**config.mk**
```make
export PLATFORM = sky130hd
export DESIGN_NAME = dyt_alu_arb
export DESIGN_NICKNAME = d
export VERILOG_FILES = /design/src/rtl/common_types.sv /design/src/rtl/dyt_alu_if.sv /design/src/rtl/dyt_alu.sv /design/src/rtl/dyt_alu_arb.sv
export SDC_FILE = /design/constraint.sdc
export NUM_CORES = 1
export LEC_CHECK = 0
export BUFFER_PORTS_ARGS = -buffer_cell sky130_fd_sc_hd__buf_2
export CORE_MARGIN = 4
export CORE_UTILIZATION = 35
export DETAILED_ROUTE_END_ITERATION = 16
export HOLD_SLACK_MARGIN = 0.03
export PLACE_DENSITY = 0.54
export SLEW_MARGIN = 10
export SYNTH_ARGS = -nofsm -noshare
export SYNTH_HDL_FRONTEND = slang
export SYNTH_SLANG_ARGS = --single-unit
```
**constraint.sdc**
```tcl
create_clock -name CLK -period 6.3 [get_ports CLK]
set_input_delay 0.63 -clock CLK [delete_from_list [all_inputs] [get_ports CLK]]
set_output_delay 0.63 -clock CLK [all_outputs]
set_load 0.02 [all_outputs]
```
**src/rtl/common_types.sv**
```systemverilog
// Shared datapath types: machine word width and the ALU operation set.
package common_types;

  localparam int WORD_W = 32;

  typedef enum logic [2:0] {
    ALU_ADD = 3'd0,
    ALU_SUB = 3'd1,
    ALU_AND = 3'd2,
    ALU_OR  = 3'd3,
    ALU_XOR = 3'd4
  } aluop_t;

endpackage

```
**src/rtl/dyt_alu_if.sv**
```systemverilog
// Bundle between an ALU and the single client that drives its operands.
interface dyt_alu_if;
  import common_types::*;

  aluop_t            op;
  logic [WORD_W-1:0] a;
  logic [WORD_W-1:0] b;
  logic [WORD_W-1:0] res;
  logic              zero;
  logic              neg;
  logic              ovf;

  modport alu    (input op, a, b, output res, zero, neg, ovf);
  modport client (output op, a, b, input res, zero, neg, ovf);
endinterface

```
**src/rtl/dyt_alu.sv**
```systemverilog
// Purely combinational ALU: result plus zero/negative/signed-overflow flags.
module dyt_alu
  import common_types::*;
(
  dyt_alu_if.alu io
);

  localparam int MSB = WORD_W - 1;

  // Operation select and signed overflow for the arithmetic ops.
  always_comb begin
    io.res = '0;
    io.ovf = 1'b0;
    case (io.op)
      ALU_ADD: begin
        io.res = io.a + io.b;
        io.ovf = (io.a[MSB] == io.b[MSB]) && (io.res[MSB] != io.a[MSB]);
      end
      ALU_SUB: begin
        io.res = io.a - io.b;
        io.ovf = (io.a[MSB] != io.b[MSB]) && (io.res[MSB] != io.a[MSB]);
      end
      ALU_AND: io.res = io.a & io.b;
      ALU_OR:  io.res = io.a | io.b;
      ALU_XOR: io.res = io.a ^ io.b;
      default: io.res = '0;
    endcase
  end

  assign io.zero = (io.res == '0);
  assign io.neg  = io.res[MSB];

endmodule

```
**src/rtl/dyt_alu_arb.sv**
```systemverilog
// Two-requester round-robin front end for a shared ALU with a one-entry
// registered response slot. One operation per cycle while the consumer
// keeps rsp_ready high.
module dyt_alu_arb
  import common_types::*;
#(
  parameter logic RR_INIT = 1'b0
) (
  input  logic              CLK,
  input  logic              nRST,
  input  logic              req0_valid,
  output logic              req0_ready,
  input  aluop_t            req0_op,
  input  logic [WORD_W-1:0] req0_a,
  input  logic [WORD_W-1:0] req0_b,
  input  logic              req1_valid,
  output logic              req1_ready,
  input  aluop_t            req1_op,
  input  logic [WORD_W-1:0] req1_a,
  input  logic [WORD_W-1:0] req1_b,
  output logic              rsp_valid,
  input  logic              rsp_ready,
  output logic              rsp_id,
  output logic [WORD_W-1:0] rsp_data,
  output logic              rsp_zero,
  output logic              rsp_neg,
  output logic              rsp_ovf
);

  typedef enum logic {
    ST_EMPTY = 1'b0,
    ST_FULL  = 1'b1
  } state_t;

  state_t state;
  logic   ptr;
  logic   can_accept;
  logic   gnt0;
  logic   gnt1;

  dyt_alu_if alu_io ();
  dyt_alu    u_alu (.io(alu_io));

  // Slot can take a new result when empty or when it drains this cycle;
  // nRST gating keeps both readies low throughout reset.
  always_comb begin
    can_accept = nRST && ((state == ST_EMPTY) || rsp_ready);
    gnt0       = can_accept && req0_valid && (!req1_valid || !ptr);
    gnt1       = can_accept && req1_valid && (!req0_valid ||  ptr);
  end

  assign req0_ready = gnt0;
  assign req1_ready = gnt1;

  // Operand mux; defaults to requester 0 when nobody is granted.
  always_comb begin
    alu_io.op = gnt1 ? req1_op : req0_op;
    alu_io.a  = gnt1 ? req1_a  : req0_a;
    alu_io.b  = gnt1 ? req1_b  : req0_b;
  end

  // Slot state, priority pointer and the captured ALU result.
  always_ff @(posedge CLK or negedge nRST) begin
    if (!nRST) begin
      state    <= ST_EMPTY;
      ptr      <= RR_INIT;
      rsp_id   <= 1'b0;
      rsp_data <= '0;
      rsp_zero <= 1'b0;
      rsp_neg  <= 1'b0;
      rsp_ovf  <= 1'b0;
    end else begin
      if (gnt0 || gnt1) begin
        state    <= ST_FULL;
        ptr      <= gnt0;
        rsp_id   <= gnt1;
        rsp_data <= alu_io.res;
        rsp_zero <= alu_io.zero;
        rsp_neg  <= alu_io.neg;
        rsp_ovf  <= alu_io.ovf;
      end else if ((state == ST_FULL) && rsp_ready) begin
        state <= ST_EMPTY;
      end
    end
  end

  assign rsp_valid = (state == ST_FULL);

endmodule

```
==> results of run 1 <==
[through the flow]
| stage | worst slack [ns] | hold slack (ns) | std cells | utilization | power (mW) |
|---|---|---|---|---|---|
| after global routing | 0.435 | 0.487 | 1705 | 0.413 | 2.17 |
| after global placement | 0.836 | 0.455 | 1697 | 0.407 | 1.73 |
| after floorplan | 1.37 | 0.334 | 1244 | - | 1.29 |
| final | 0.948 | 0.452 | 1705 | 0.413 | 2.02 |
| after detailed placement | 0.805 | 0.461 | 1697 | 0.407 | 1.74 |
| after CTS | 1.07 | 0.475 | 1705 | 0.413 | 2.00 |
[cell families (layout without fill, tap and decap cells)]
logic type | after synthesis | count (layout)
buf+inv | 185 | 327
compound gates | 387 | 387
xor+xnor | 4 | 4
flops | 37 | 37
simple gates | 497 | 497
fa+ha+maj | 105 | 105
mux | 29 | 29
[path summary, 6_finish.rpt]
path	from	to	slack, ns
hold reg to reg	rsp_id$_DFFE_PN0P_	rsp_id$_DFFE_PN0P_	0.47
setup / recovery	rsp_ready	rsp_zero$_DFFE_PN0P_	0.95
max in group asynchronous	nRST	rsp_data[28]$_DFFE_PN0P_	5.49
hold / removal	nRST	rsp_data[5]$_DFFE_PN0P_	0.45
min in group CLK	rsp_id$_DFFE_PN0P_	rsp_id$_DFFE_PN0P_	0.47
setup reg to reg	ptr$_DFFE_PN0P_	rsp_zero$_DFFE_PN0P_	1.02
[flip-flops by register name, summed over array words and instances, names as in the netlist]
signal / flops
ptr: 1
rsp_data: 32
rsp_id: 1
rsp_ovf: 1
rsp_valid: 1
rsp_zero: 1
[power groups by stage]
stage	Sequential (mW)	Combinational, mW	Clock, mW
floorplan	0.423	0.865	0
global placement	0.349	1.38	0
detailed placement	0.351	1.38	0
CTS	0.346	1.39	0.257
global route	0.356	1.54	0.268
finish	0.347	1.42	0.254
[critical path, stage by stage]
cell and delay (ns):
buf_2 0.10, nand2b_1 0.22, nand4_1 0.18, buf_4 0.40, inv_2 0.06, buf_4 0.26, nand2_1 0.11, nand2_1 0.09
ha_1 0.54, inv_1 0.23, a21oi_1 0.53, nor3b_1 0.51, a21oi_1 0.23, o211ai_1 0.19, or3b_1 0.42, a2111oi_0 0.43
nand4_1 0.16, o41ai_2 0.21
[cell usage in the layout (no fill, tap or decap), types with 7 or more instances in the layout]
cell / synthesis / routed
ha_1: 103 / 103
or2_2: 9 / 9
a21o_1: 9 / 9
inv_1: 112 / 112
or3_1: 10 / 10
nand2b_1: 9 / 9
o211a_1: 7 / 7
nand2_1: 275 / 275
a21oi_1: 85 / 85
mux2i_1: 15 / 12
nor3_1: 26 / 26
o21bai_1: 10 / 10
a31oi_1: 15 / 15
nand3_1: 26 / 26
o21ai_0: 75 / 74
nand4_1: 11 / 11
a211oi_1: 24 / 24
o31ai_1: 13 / 13
o21a_1: 14 / 14
a311oi_1: 8 / 8
o211ai_1: 24 / 24
buf_4: 3 / 29
nor2_1: 66 / 66
mux2_2: 14 / 14
dfrtp_1: 37 / 37
nor4_1: 13 / 13
nor2b_1: 17 / 17
a2111oi_0: 7 / 7
a211o_1: 9 / 9
buf_2: 17 / 177
[final cells by class]
type                       instances  share of cell area
clock buffer                       6              0.0144
sequential                        37              0.0958
tap                              319              0.0413
multi-input combinational       1022               0.689
clock inverter                     2             0.00142
timing repair buffer             206               0.114
inverter                         113              0.0439
[layer usage]
layer / up-vias / wire length (µm)
li1: 4707 / -
met1: 4579 / 15700
met2: 474 / 14100
met3: 47 / 2870
met4: 0 / 546
met5: - / 0
==> impl_metrics.py, run 1 <==
metrics = {
    "pwr": {
        "static-leakage-power_nw": 4.84,
        "p_int_mw": 0.953,
        "clock_power_share": 0.126,
        "powerDensity_mw_per_mm2": 209,
        "p_comb_frac": 0.702,
        "p_seq_frac": 0.172,
        "irDropWorstVdd_mv": 0.110,
        "p_sw_frac": 0.528,
        "p_sw_mw": 1.06,
    },
    "yosys": {
        "synth_top_family_by_area": "compound AO/OA/AOI/OAI gates",
        "yosys.area.top_type": "ha_1",
        "synthXorXnorAreaFrac": 0.00423,
        "synthAdderAreaFrac": 0.160,
        "synth_seq_cells": 37,
        "syn_area_per_cell_um2": 6.66,
        "synth.top_cells.by_area": "ha_1 16%, nand2_1 12%, dfrtp_1 11%",
        "ys_warn_count": 0,
        "yosysUniqueCellTypes": 86,
        "synth_ff_type": "dfrtp_1",
        "yosys-top-cells-count": "275 x nand2_1, 112 x inv_1, 103 x ha_1",
        "yosysMostFrequentCell": "nand2_1",
        "synth.top_cell.area_share": 0.155,
        "synth-simple-area-share": 0.272,
        "synth_area_mm2": 0.00829,
        "synthMuxAreaShare": 0.0371,
        "seq_area_frac_synth": 0.112,
        "synth_compound_area_frac": 0.325,
        "synthCells": 1244,
        "synthArstFlopShare": 1.00,
        "synth_edf_count": 0,
        "syn_nets": 1488,
    },
    "place": {
        "hpwlAfterDp_mm": 26.0,
        "portBuffers": 177,
        "gp_congestion": 1.02,
        "postPlaceCellArea_mm2": 0.00951,
    },
    "final_layout": {
        "diodes": 0,
        "area_delta_synth_final_pct": 16.6,
        "drive_above_1_share": 0.192,
        "multiInputGateArea_mm2": 0.00666,
        "fill_cells": 2521,
        "stdcell_area_mm2": 0.00967,
        "fin_nets": 1629,
        "seqCellArea_um2": 926,
    },
    "floorplan": {
        "die_y_um": 162,
        "core_mm2": 0.0234,
        "initial_core_util": 0.354,
        "dieArea_mm2": 0.0262,
        "fp-row-count": 56,
        "ios": 178,
        "fp.dieW_um": 162,
    },
    "drt": {
        "wirelength_mm": 33.3,
        "ant_nets": 0,
        "wl_per_cell_um": 19.5,
        "viasPerCell": 5.75,
        "via_count": 9807,
        "drcViolationCount": 0,
        "drtIter0Drc": 959,
        "drtPass1Iterations": 5,
    },
    "cts": {
        "cts-buffers-inserted": 5,
        "cts_buffer_depth": 2,
        "clockRootBuffer": "clkbuf_16",
        "cts_tree": "built",
        "hold_buffers": 0,
        "clkTransAtPathRegs_ns": 0.06,
        "post-cts-setup-buffers": 0,
        "post_cts_resized": 0,
        "worstSkewPairLatency_ns": 0.28,
        "h-tree-depth": 2,
        "cts.sinks": 37,
    },
    "hold_path": {
        "min_path_type": "in2async",
    },
    "run_status": {
        "run_status": "finished clean",
    },
    "setup_path": {
        "arrival_ns": 5.53,
        "cp-end-kind": "flop",
        "critPathLaunchType": "primary input",
        "worstPathRequired_ns": 6.48,
        "crit_fanout": 42,
        "critical_path_class": "in2reg",
        "rr_worst_depth": 17,
    },
    "global_routing": {
        "grt_pass1_wl_mm": 51.0,
        "met2_usage": 0.367,
        "overflow": 0,
        "grt-busiest-layer": "met1",
        "grt_pass1_vias": 8901,
        "met1_usage": 0.371,
        "met3_usage": 0.0218,
        "grt_max_degree": 49,
        "track_usage": 0.240,
        "antenna_found_initial": 0,
    },
    "sta": {
        "setup_viol": 0,
        "fin_crit_ns": 5.35,
        "rsz0062_at_grt": "no",
        "slew_headroom": 0.352,
        "skew_ns": 0.00369,
        "fin_tns_setup_ns": 0,
        "period_share": 0.850,
        "slew_viol_final": 0,
        "hold_viol": 0,
        "clock.fmax_ghz": 0.187,
        "worst_pin_slew_ns": 0.954,
    },
    "flow_run": {
        "maxCapViolCount": 0,
    },
}
Note: power is estimated with default switching activity, not from simulation.
==> inputs of run 2 (changes only) <==
--- a/config.mk
+++ b/config.mk
@@ -10,7 +10,7 @@
 export CORE_UTILIZATION = 35
 export DETAILED_ROUTE_END_ITERATION = 16
 export HOLD_SLACK_MARGIN = 0.03
-export PLACE_DENSITY = 0.54
+export PLACE_DENSITY = 0.56
 export SLEW_MARGIN = 10
 export SYNTH_ARGS = -nofsm -noshare
 export SYNTH_HDL_FRONTEND = slang
==> constraint.sdc (replaced) <==
create_clock -name CLK -period 4.4 [get_ports CLK]
set_input_delay 0.44 -clock CLK [delete_from_list [all_inputs] [get_ports CLK]]
set_output_delay 0.44 -clock CLK [all_outputs]
set_load 0.02 [all_outputs]
==> run 2 against run 1 <==
  * The run now ends with setup timing left
  * Register-to-register slack lost 1.1 ns
  * Final area grew 25%
  * Core utilization grew 10 points
  * Clock skew grew 0.0015 ns
  * Die area is the same
  * Largest power group unchanged
  * Clock power grew 43%
  * Flip-flop and latch count is the same
  * Routed wire length grew 10%
  * Non-clock buffer count grew 276
==> impl_metrics.py, run 2 (synthesized netlist as in run 1, its figures left out) <==
metrics = {
    "run_status": {
        "run_status": "finished, violations left",
        "violations": "setup timing",
    },
    "cts": {
        "hold_buffers": 0,
        "worstSkewPairLatency_ns": 0.28,
        "cts_buffer_depth": 2,
        "cts.sinks": 37,
        "cts_tree": "built",
        "clkTransAtPathRegs_ns": 0.06,
        "cts-buffers-inserted": 5,
        "clockRootBuffer": "clkbuf_16",
        "h-tree-depth": 2,
    },
    "final_layout": {
        "diodes": 0,
        "area_delta_synth_final_pct": 45.9,
        "fill_cells": 2453,
        "largest_register_ffs": 32,
        "drive_above_1_share": 0.351,
        "fin_nets": 1905,
        "regMostFlops": "rsp_data",
        "layout_common_cells": "297 x buf_4, 272 x nand2_1, 177 x buf_2, 112 x inv_1, 93 x ha_1",
        "final_common_cell": "buf_4",
        "fin_util": 0.517,
    },
    "floorplan": {
        "ios": 178,
        "core_mm2": 0.0234,
        "initial_core_util": 0.354,
        "fp.dieW_um": 162,
        "dieArea_mm2": 0.0262,
        "fp-row-count": 56,
        "die_y_um": 162,
    },
    "sta": {
        "fin_crit_ns": 4.46,
        "skew_ns": 0.00516,
        "layout_setup_ws_ns": -0.0558,
        "fin_tns_setup_ns": -0.0558,
        "rsz0062_at_grt": "yes",
        "hold_viol": 0,
        "slew_headroom": 0.553,
        "worst_pin_slew_ns": 0.666,
        "clock.fmax_ghz": 0.224,
        "setup_viol": 1,
        "hold_slack_ns": 0.259,
        "period_share": 1.01,
        "slew_viol_final": 0,
    },
    "drt": {
        "ant_nets": 0,
        "viasPerCell": 5.42,
        "wirelength_mm": 36.6,
        "drcViolationCount": 0,
        "drtPass1Iterations": 5,
        "wl_per_cell_um": 18.5,
        "via_count": 10732,
        "drtIter0Drc": 783,
    },
    "setup_path": {
        "rr_worst_depth": 20,
        "path_cells": "nand2b_4 > nand4_1 > buf_6 > inv_6 > buf_12 > nand2_2 > nand2_2 > buf_4 > fa_2 > o21ba_4 > or4_4 > nand2_1 > a211oi_1 > a211o_1 > a21oi_2 > buf_4 > and4_1 > and4b_1 > nand4_1 > o41ai_4",
        "r2r-end": "rsp_zero$_DFFE_PN0P_",
        "worst_path_largest_cell_delay_ns": 0.57,
        "r2r_setup_slack_ns": -0.06,
        "critical_path_class": "reg2reg",
        "arrival_ns": 4.64,
        "cp-end-kind": "flop",
        "rr_startpoint": "ptr$_DFFE_PN0P_",
        "crit_fanout": 16,
        "crit_slowest_cell": "or4_4",
        "worstPathRequired_ns": 4.59,
        "critPathLaunchType": "flop",
    },
    "pwr": {
        "p_sw_mw": 1.71,
        "powerDensity_mw_per_mm2": 297,
        "p_sw_frac": 0.476,
        "p_comb_frac": 0.762,
        "p_seq_frac": 0.136,
        "clock_power_share": 0.101,
        "static-leakage-power_nw": 6.27,
        "p_int_mw": 1.89,
        "irDropWorstVdd_mv": 0.172,
    },
    "place": {
        "portBuffers": 177,
        "gp_congestion": 0.981,
        "hpwlAfterDp_mm": 29.9,
    },
    "global_routing": {
        "track_usage": 0.265,
        "grt_pass1_wl_mm": 55.9,
        "overflow": 0,
        "grt_pass1_vias": 9999,
        "antenna_found_initial": 0,
        "grt_max_degree": 49,
    },
    "flow_run": {
        "maxCapViolCount": 0,
    },
    "hold_path": {
        "min_path_type": "in2async",
    },
}
[run 2: cell type report]
type / instances / area, µm² / area share
Multi-Input combinational cell: 1022 / 6940 / 0.573
Tap cell: 319 / 399 / 0.0330
Inverter: 113 / 429 / 0.0355
Timing Repair Buffer: 482 / 3250 / 0.269
Clock buffer: 6 / 139 / 0.0115
Sequential cell: 37 / 926 / 0.0765
Clock inverter: 2 / 13.8 / 0.00114
[run 2: repair_timing]
action                                 CTS  global route
setup buffers                            4             9
gates resized for setup                 23            49
endpoints found under the hold margin    0             0
pin swaps                               13            22
setup endpoints to repair                2             8
gates cloned                             0             1
[run 2: power groups by stage]
stage,Clock [mW],Sequential [mW],Combinational (mW)
2_1_floorplan,0,0.606,1.24
3_3_place_gp,0,0.495,2.55
3_5_place_dp,0,0.497,2.57
4_1_cts,0.373,0.491,2.62
5_1_grt,0.385,0.504,2.97
6_report,0.364,0.490,2.74
[run 2: how the worst max path moves through the flow]
stage | startpoint | to | slack [ns] | cells past startpoint
after floorplan | rsp_valid$_DFFE_PN0P_ | rsp_zero$_DFFE_PN0P_ | 0.02 | 19
after global placement | rsp_ready | rsp_zero$_DFFE_PN0P_ | -0.52 | 22
after detailed placement | rsp_ready | rsp_zero$_DFFE_PN0P_ | -0.51 | 22
after CTS | ptr$_DFFE_PN0P_ | rsp_zero$_DFFE_PN0P_ | 0.005 | 19
after global routing | ptr$_DFFE_PN0P_ | rsp_zero$_DFFE_PN0P_ | -0.21 | 20
final | ptr$_DFFE_PN0P_ | rsp_zero$_DFFE_PN0P_ | -0.06 | 20
[run 2: worst max-delay path: cells and delay by family (launching register included)]
kind,cells,cell delay (ns)
simple gates,9,1.72
compound gates,5,1.16
buf+inv,5,0.69
fa+ha+maj,1,0.40
flops,1,0.38
[run 2: metrics by stage]
| stage | area [µm²] | setup WS [ns] | power [mW] | cells |
|---|---|---|---|---|
| after floorplan | 8310 | 0.0218 | 1.85 | 1244 |
| after global placement | 11500 | -0.524 | 3.05 | 1959 |
| after detailed placement | 11500 | -0.507 | 3.06 | 1959 |
| after CTS | 11800 | 0.00452 | 3.48 | 1971 |
| after global routing | 12100 | -0.214 | 3.86 | 1981 |
| final | 12100 | -0.0558 | 3.60 | 1981 |
[run 2: metal layers]
metal / GRT usage / share of wire
met5: 0 / 0
met4: 0.0650 / 0.024
met3: 0.0322 / 0.075
met2: 0.400 / 0.42
met1: 0.399 / 0.48
